==> config.mk <==
export PLATFORM = sky130hd
export DESIGN_NAME = pwm_ctrl
export DESIGN_NICKNAME = d
export VERILOG_FILES = /design/src/rtl/pwm_ctrl.sv
export SDC_FILE = /design/constraint.sdc
export NUM_CORES = 1
export LEC_CHECK = 0
export CAP_MARGIN = 20
export CORE_AREA = 3 3 74 76
export DETAILED_ROUTE_END_ITERATION = 16
export DIE_AREA = 0 0 77 79
export PLACE_DENSITY_LB_ADDON = 0.05
export SYNTH_ARGS = -nofsm -noshare
export SYNTH_HDL_FRONTEND = slang
export SYNTH_SLANG_ARGS = --single-unit
==> constraint.sdc <==
create_clock -name clk -period 2.3 [get_ports clk]
set_input_delay 0.46 -clock clk [delete_from_list [all_inputs] [get_ports clk]]
set_output_delay 0.46 -clock clk [all_outputs]
set_load 0.01 [all_outputs]
==> src/rtl/pwm_ctrl.sv <==
// Memory-mapped 8-bit PWM controller with double-buffered period/duty and a sticky done flag.
// Define PWM_PRESCALE_EN to add the CTRL[15:8] clock prescaler.
module pwm_ctrl #(
  parameter logic [7:0] RESET_PERIOD = 8'hFF,
  parameter logic [7:0] RESET_DUTY   = 8'h00
) (
  input  logic        clk,
  input  logic        reset_n,
  input  logic        we,
  input  logic [1:0]  addr,
  input  logic [31:0] wdata,
  output logic [31:0] rdata,
  output logic        pwm_out,
  output logic        period_irq
);

  localparam logic [1:0] AddrCtrl   = 2'd0;
  localparam logic [1:0] AddrPeriod = 2'd1;
  localparam logic [1:0] AddrDuty   = 2'd2;
  localparam logic [1:0] AddrStatus = 2'd3;

  logic       en_q, en_d;
  logic [7:0] period_reg_q, period_reg_d;
  logic [7:0] duty_reg_q, duty_reg_d;
  logic [7:0] period_act_q, period_act_d;
  logic [7:0] duty_act_q, duty_act_d;
  logic [7:0] cnt_q, cnt_d;
  logic       done_q, done_d;
  logic       pwm_q, pwm_d;

  logic       ctrl_wr, period_wr, duty_wr, status_wr;
  logic       tick, wrap, en_rise, load;
  logic [7:0] prescale_rd;

  assign ctrl_wr   = we && (addr == AddrCtrl);
  assign period_wr = we && (addr == AddrPeriod);
  assign duty_wr   = we && (addr == AddrDuty);
  assign status_wr = we && (addr == AddrStatus);

`ifdef PWM_PRESCALE_EN
  logic [7:0] prescale_q, prescale_d;
  logic [7:0] pre_cnt_q, pre_cnt_d;
  logic       unused_wdata;

  assign unused_wdata = ^wdata[31:16];
  assign tick         = (pre_cnt_q == prescale_q);
  assign prescale_rd  = prescale_q;

  // A prescale write lands immediately; pre_cnt keeps running.
  always_comb begin
    prescale_d = ctrl_wr ? wdata[15:8] : prescale_q;
    pre_cnt_d  = 8'd0;
    if (en_q) begin
      pre_cnt_d = tick ? 8'd0 : pre_cnt_q + 8'd1;
    end
  end

  always_ff @(posedge clk or negedge reset_n) begin
    if (!reset_n) begin
      prescale_q <= 8'd0;
      pre_cnt_q  <= 8'd0;
    end else begin
      prescale_q <= prescale_d;
      pre_cnt_q  <= pre_cnt_d;
    end
  end
`else
  logic unused_wdata;

  assign unused_wdata = ^wdata[31:8];
  assign tick         = 1'b1;
  assign prescale_rd  = 8'h00;
`endif

  // Counting follows the registered enable, so the enable-write cycle only resets cnt.
  assign wrap    = en_q && tick && (cnt_q == period_act_q);
  assign en_rise = ctrl_wr && wdata[0] && !en_q;
  assign load    = wrap || en_rise;

  always_comb begin
    en_d         = ctrl_wr ? wdata[0] : en_q;
    period_reg_d = period_wr ? wdata[7:0] : period_reg_q;
    duty_reg_d   = duty_wr ? wdata[7:0] : duty_reg_q;

    // Shadows sample the pre-edge buffer values, so a write on a load edge waits a period.
    period_act_d = load ? period_reg_q : period_act_q;
    duty_act_d   = load ? duty_reg_q : duty_act_q;

    cnt_d = 8'd0;
    if (en_q) begin
      if (tick) begin
        cnt_d = wrap ? 8'd0 : cnt_q + 8'd1;
      end else begin
        cnt_d = cnt_q;
      end
    end

    // Set beats a simultaneous clear.
    done_d = done_q;
    if (wrap) begin
      done_d = 1'b1;
    end else if (status_wr && wdata[0]) begin
      done_d = 1'b0;
    end

    pwm_d = en_q && (cnt_q < duty_act_q);
  end

  always_ff @(posedge clk or negedge reset_n) begin
    if (!reset_n) begin
      en_q         <= 1'b0;
      period_reg_q <= RESET_PERIOD;
      duty_reg_q   <= RESET_DUTY;
      period_act_q <= RESET_PERIOD;
      duty_act_q   <= RESET_DUTY;
      cnt_q        <= 8'd0;
      done_q       <= 1'b0;
      pwm_q        <= 1'b0;
    end else begin
      en_q         <= en_d;
      period_reg_q <= period_reg_d;
      duty_reg_q   <= duty_reg_d;
      period_act_q <= period_act_d;
      duty_act_q   <= duty_act_d;
      cnt_q        <= cnt_d;
      done_q       <= done_d;
      pwm_q        <= pwm_d;
    end
  end

  always_comb begin
    rdata = 32'd0;
    unique case (addr)
      AddrCtrl:   rdata = {16'd0, prescale_rd, 7'd0, en_q};
      AddrPeriod: rdata = {24'd0, period_reg_q};
      AddrDuty:   rdata = {24'd0, duty_reg_q};
      AddrStatus: rdata = {16'd0, cnt_q, 7'd0, done_q};
    endcase
  end

  assign pwm_out    = pwm_q;
  assign period_irq = done_q;

endmodule

* Word level (Yosys, flattened, before mapping)
Index checks and enable logic that the tools add are counted. Widths: inputs -> output; s select.
Word-level totals: logic and storage cells 32, output and inout bits 34, register bits 43
Cells by class: magnitude comparators 1, mux-type cells 5, add/subtract/negate cells 1, equal/unequal tests 4, reduce and logical (&&, ||, !) cells 13
Operators with widths (count):
- $pmux 32 s4 | 1
- $mux 8 | 2
- $logic_and 1x1->1 | 9
- $add 8x1->8 const B | 1
- $eq 8x8->1 | 1
- $lt 8x8->1 | 1
- $eq 2x2->1 const B | 2
- $eq 2x1->1 const B | 1
- $logic_not 2->1 | 1
- $mux 1 | 2
- $reduce_bool 2->1 | 1
- $logic_not 1->1 | 1
- $logic_or 1x1->1 | 1

* Depth between registers and ports, before layout
depth after elaboration 5, mapped depth 6

* Worst setup path before layout
Ideal clock, no wire load.
kind register -> register, start point reg period_act_q[6], end point reg duty_act_q[6], library setup time 125 ps, arrival 1657 ps, path slack 518 ps, stages on the path, launching flop included 6, period minus slack after synthesis 1782 ps, data required time 2175 ps, cells stage by stage dfstp_2 xnor2_1 nand3_2 o31ai_4 buf_12 mux2_4
Between the ends: cells in the longest elaborated chain, start to end 3
Ends and longest elaborated chain:
- from (decl) | line 25 | logic [7:0] period_act_q, period_act_d;
- from (signal assigned) | line 123 | period_act_q <= period_act_d;
- $eq 8x8->1 | line 76 | assign wrap = en_q && tick && (cnt_q == period_act_q);
- $logic_and 1x1->1 | line 76
- $logic_or 1x1->1 | line 78 | assign load = wrap || en_rise;
- to (signal assigned) | line 124 | duty_act_q <= duty_act_d;
- to (decl) | line 26 | logic [7:0] duty_act_q, duty_act_d;
Every way passes these cells. A chain may end at the register's enable or synchronous reset.

* Worst setup path after layout
start point in addr[1], end point out rdata[11]
Between the ends: cells in the longest elaborated chain, start to end 2
Ends and longest elaborated chain:
- from (decl) | line 10 | input logic [1:0] addr,
- $eq 2x2->1 (tied with other cells) | line 133 | unique case (addr)
- $pmux 32 s4 * | line 133
- to (decl) | line 12 | output logic [31:0] rdata,
Every way passes the cells marked *; elsewhere a longest branch is shown, timed or not. The select of a mux whose other input is x is not followed.

==> results.sh <==
export IMPL_ir_drop_mv=0.467
export IMPL_htree_levels=2
export IMPL_hold_violations=0
export IMPL_syn_inst=183
export IMPL_period_needed_ns=2.28
export IMPL_dr_first_iter_drc_count=85
export IMPL_die_x_um=77
export IMPL_drive_above_1_share_pct=38.5
export IMPL_io_pins=71
export IMPL_cts_hold_buf=0
export IMPL_hp_class="in -> async"
export IMPL_clk_pin_slew_ns=0.08
export IMPL_drtPass1Iterations=4
export IMPL_required_ns=1.84
export IMPL_first_global_vias=1634
export IMPL_finalPower_uw=2550
export IMPL_drcViolationCount=0
export IMPL_cts_buffer_depth=2
export IMPL_syn_to_final_growth_pct=26.5
export IMPL_rsz0062_at_grt="no"
export IMPL_grt_use_total_pct=17.6
export IMPL_rows=25
export IMPL_power_per_cell_area_nw_per_um2=878
export IMPL_dpl_hpwl_mm=3.60
export IMPL_core_area_sq_um=4790
export IMPL_antenna_found_initial=0
export IMPL_ys_seq_elements=43
export IMPL_grt_pass1_wl_mm=8.23
export IMPL_cp_end_kind="output pin"
export IMPL_skew_ns=0.00637
export IMPL_vias=1566
export IMPL_start_util_pct=48.0
export IMPL_synth_top_area_share_pct=29.4
export IMPL_synth_area_sq_um=2300
export IMPL_fin_nets=291
export IMPL_n_antenna_cell=0
export IMPL_grt_ovfl_total=0
export IMPL_final_max_slew_viol_count=0
export IMPL_die_area_sq_um=6080
export IMPL_ys_warn_count=0
export IMPL_finalSetupViolCount=0
export IMPL_detail_route_antenna_nets=0
export IMPL_mostFrequentLayoutCell="buf_4"
export IMPL_finalNonFillerCells=314
export IMPL_cp_max_fo=10
export IMPL_cp_arrival_ns=1.82
export IMPL_cts_made_buffers=5
export IMPL_cts_sinks=43
export IMPL_seq_area_frac_synth_pct=47.7
export IMPL_finalCritPeriodShare_pct=99.1
export IMPL_tritoncts="done"
export IMPL_status="finished, final reports clean"
export IMPL_final_cell_mix="buf_4 (30), dfrtp_1 (27), mux2_2 (23)"
export IMPL_drv_cap=0
export IMPL_routedWlPerCell_um=15.7
export IMPL_worst_slack_ns=0.0212
export IMPL_insertion_delay_ns=0.29
export IMPL_grt_max_degree=22
export IMPL_port_buffers=30
export IMPL_yosysUniqueCellTypes=34
export IMPL_p_leak_uw=0.00144
export IMPL_viasPerCell=4.99
export IMPL_timing_fmax_mhz=439
export IMPL_ys_top_cells_by_area="dfrtp_1 (29%), dfstp_2 (18%), mux2_2 (11%), mux2_4 (6.5%), buf_4 (5.2%)"
export IMPL_setup_worst_path_start_class="input port"
export IMPL_worst_setup_path_type="in -> out"
export IMPL_place_ws_ns=-0.196
export IMPL_wl_mm=4.92
export IMPL_fp_dieH_um=79
export IMPL_dpl_cell_count=299
export IMPL_syn_avg_cell_area_sq_um=12.6
export IMPL_synth_top_area_cell="dfrtp_1"
export IMPL_routabilityCongestion=0.758
export IMPL_fill_cells=415
export IMPL_root_buffer="clkbuf_8"
==> path summary, 6_finish.rpt <==
path / from / to / slack (ns) / depth (start not counted)
max in group asynchronous: reset_n / period_act_q[6] / 1.57 / 2
worst max-delay path: addr[1] / rdata[11] / 0.02 / 4
worst min-delay path: reset_n / duty_reg_q[3] / 0.11 / 1
worst max register to register: period_act_q[7] / duty_act_q[7] / 0.36 / 6
worst min register to register: duty_act_q[2] / duty_act_q[2] / 0.51 / 1
min in group clk: duty_act_q[2] / duty_act_q[2] / 0.51 / 1
==> critical path: stages <==
cell,delay (ns)
clkdlybuf4s50_1,0.52
buf_6,0.15
and3_2,0.17
clkdlybuf4s50_1,0.53
==> sequential cells by signal, indices dropped and copies added, names as in the netlist <==
signal	flops
cnt_q	8
pwm_out	1
duty_act_q	8
period_act_q	8
period_irq	1
en_q	1
duty_reg_q	8
period_reg_q	8
==> layout make-up <==
type	count	area (sq um)	share of cell area, %
Clock inverter	1	5.00	0.172
Inverter	8	30.0	1.03
Tap cell	67	83.8	2.88
Multi-Input combinational cell	126	1070	36.9
Sequential cell	43	1100	37.7
Clock buffer	7	76.3	2.63
Timing Repair Buffer	62	543	18.7
==> cell usage after synthesis (all sizes together) <==
cell type   n
mux2       33
dfrtp      27
buf        17
dfstp      16
and3       10
nor2        9
xnor2       9
ha          8
inv         8
a22o        7
nand3       6
xor2        5
clkbuf      4
nand2       4
o31ai       3
nand2b      2
nand3b      2
nand4       2
nor2b       2
a211o       1
a21o        1
a221oi      1
conb        1
mux4        1
nor3b       1
o21a        1
o22ai       1
or3         1
==> metrics by stage <==
step                hold WS, ns  util (%)  cell area [sq um]  setup TNS (ns)
global placement          0.419      58.0               2780           -2.34
floorplan                 0.164         -               2350               0
CTS                       0.113      60.3               2890               0
detailed placement        0.436      58.0               2780           -2.63
finish                    0.109      60.7               2910               0
global route              0.131      60.7               2910               0
==> what timing repair did <==
item | CTS | global route
pin swaps | 1 | 0
endpoints found under the setup margin | 21 | 8
setup buffers | 5 | 2
gates resized for setup | 11 | 5
==> layer usage <==
layer	part of all wire [%]	global-route usage (%)	wire length [um]
met1	46	23.0	2240
met2	49	30.1	2410
met3	4.3	3.63	213
met4	1.1	4.27	53
met5	0	0	0
==> report_power, final <==
group	internal (uW)	switching, uW
Sequential	1050	168
Combinational	510	363
Clock	213	245
Total	1780	776
==> cells by family (layout without fill, tap and decap cells) <==
| family | count (synthesis) | count (layout) | synth area share, % |
|---|---|---|---|
| AO/OA/AOI/OAI | 15 | 15 | 5.94 |
| XOR/XNOR | 14 | 14 | 5.34 |
| adder cells (fa/ha/maj) | 8 | 8 | 4.36 |
| buffers and inverters | 29 | 78 | 8.06 |
| flip-flops | 43 | 43 | 47.7 |
| multiplexers | 34 | 34 | 18.8 |
| other | 1 | 16 | 0.163 |
| AND/OR/NAND/NOR | 39 | 39 | 9.64 |
(Power assumes the default switching activity.)
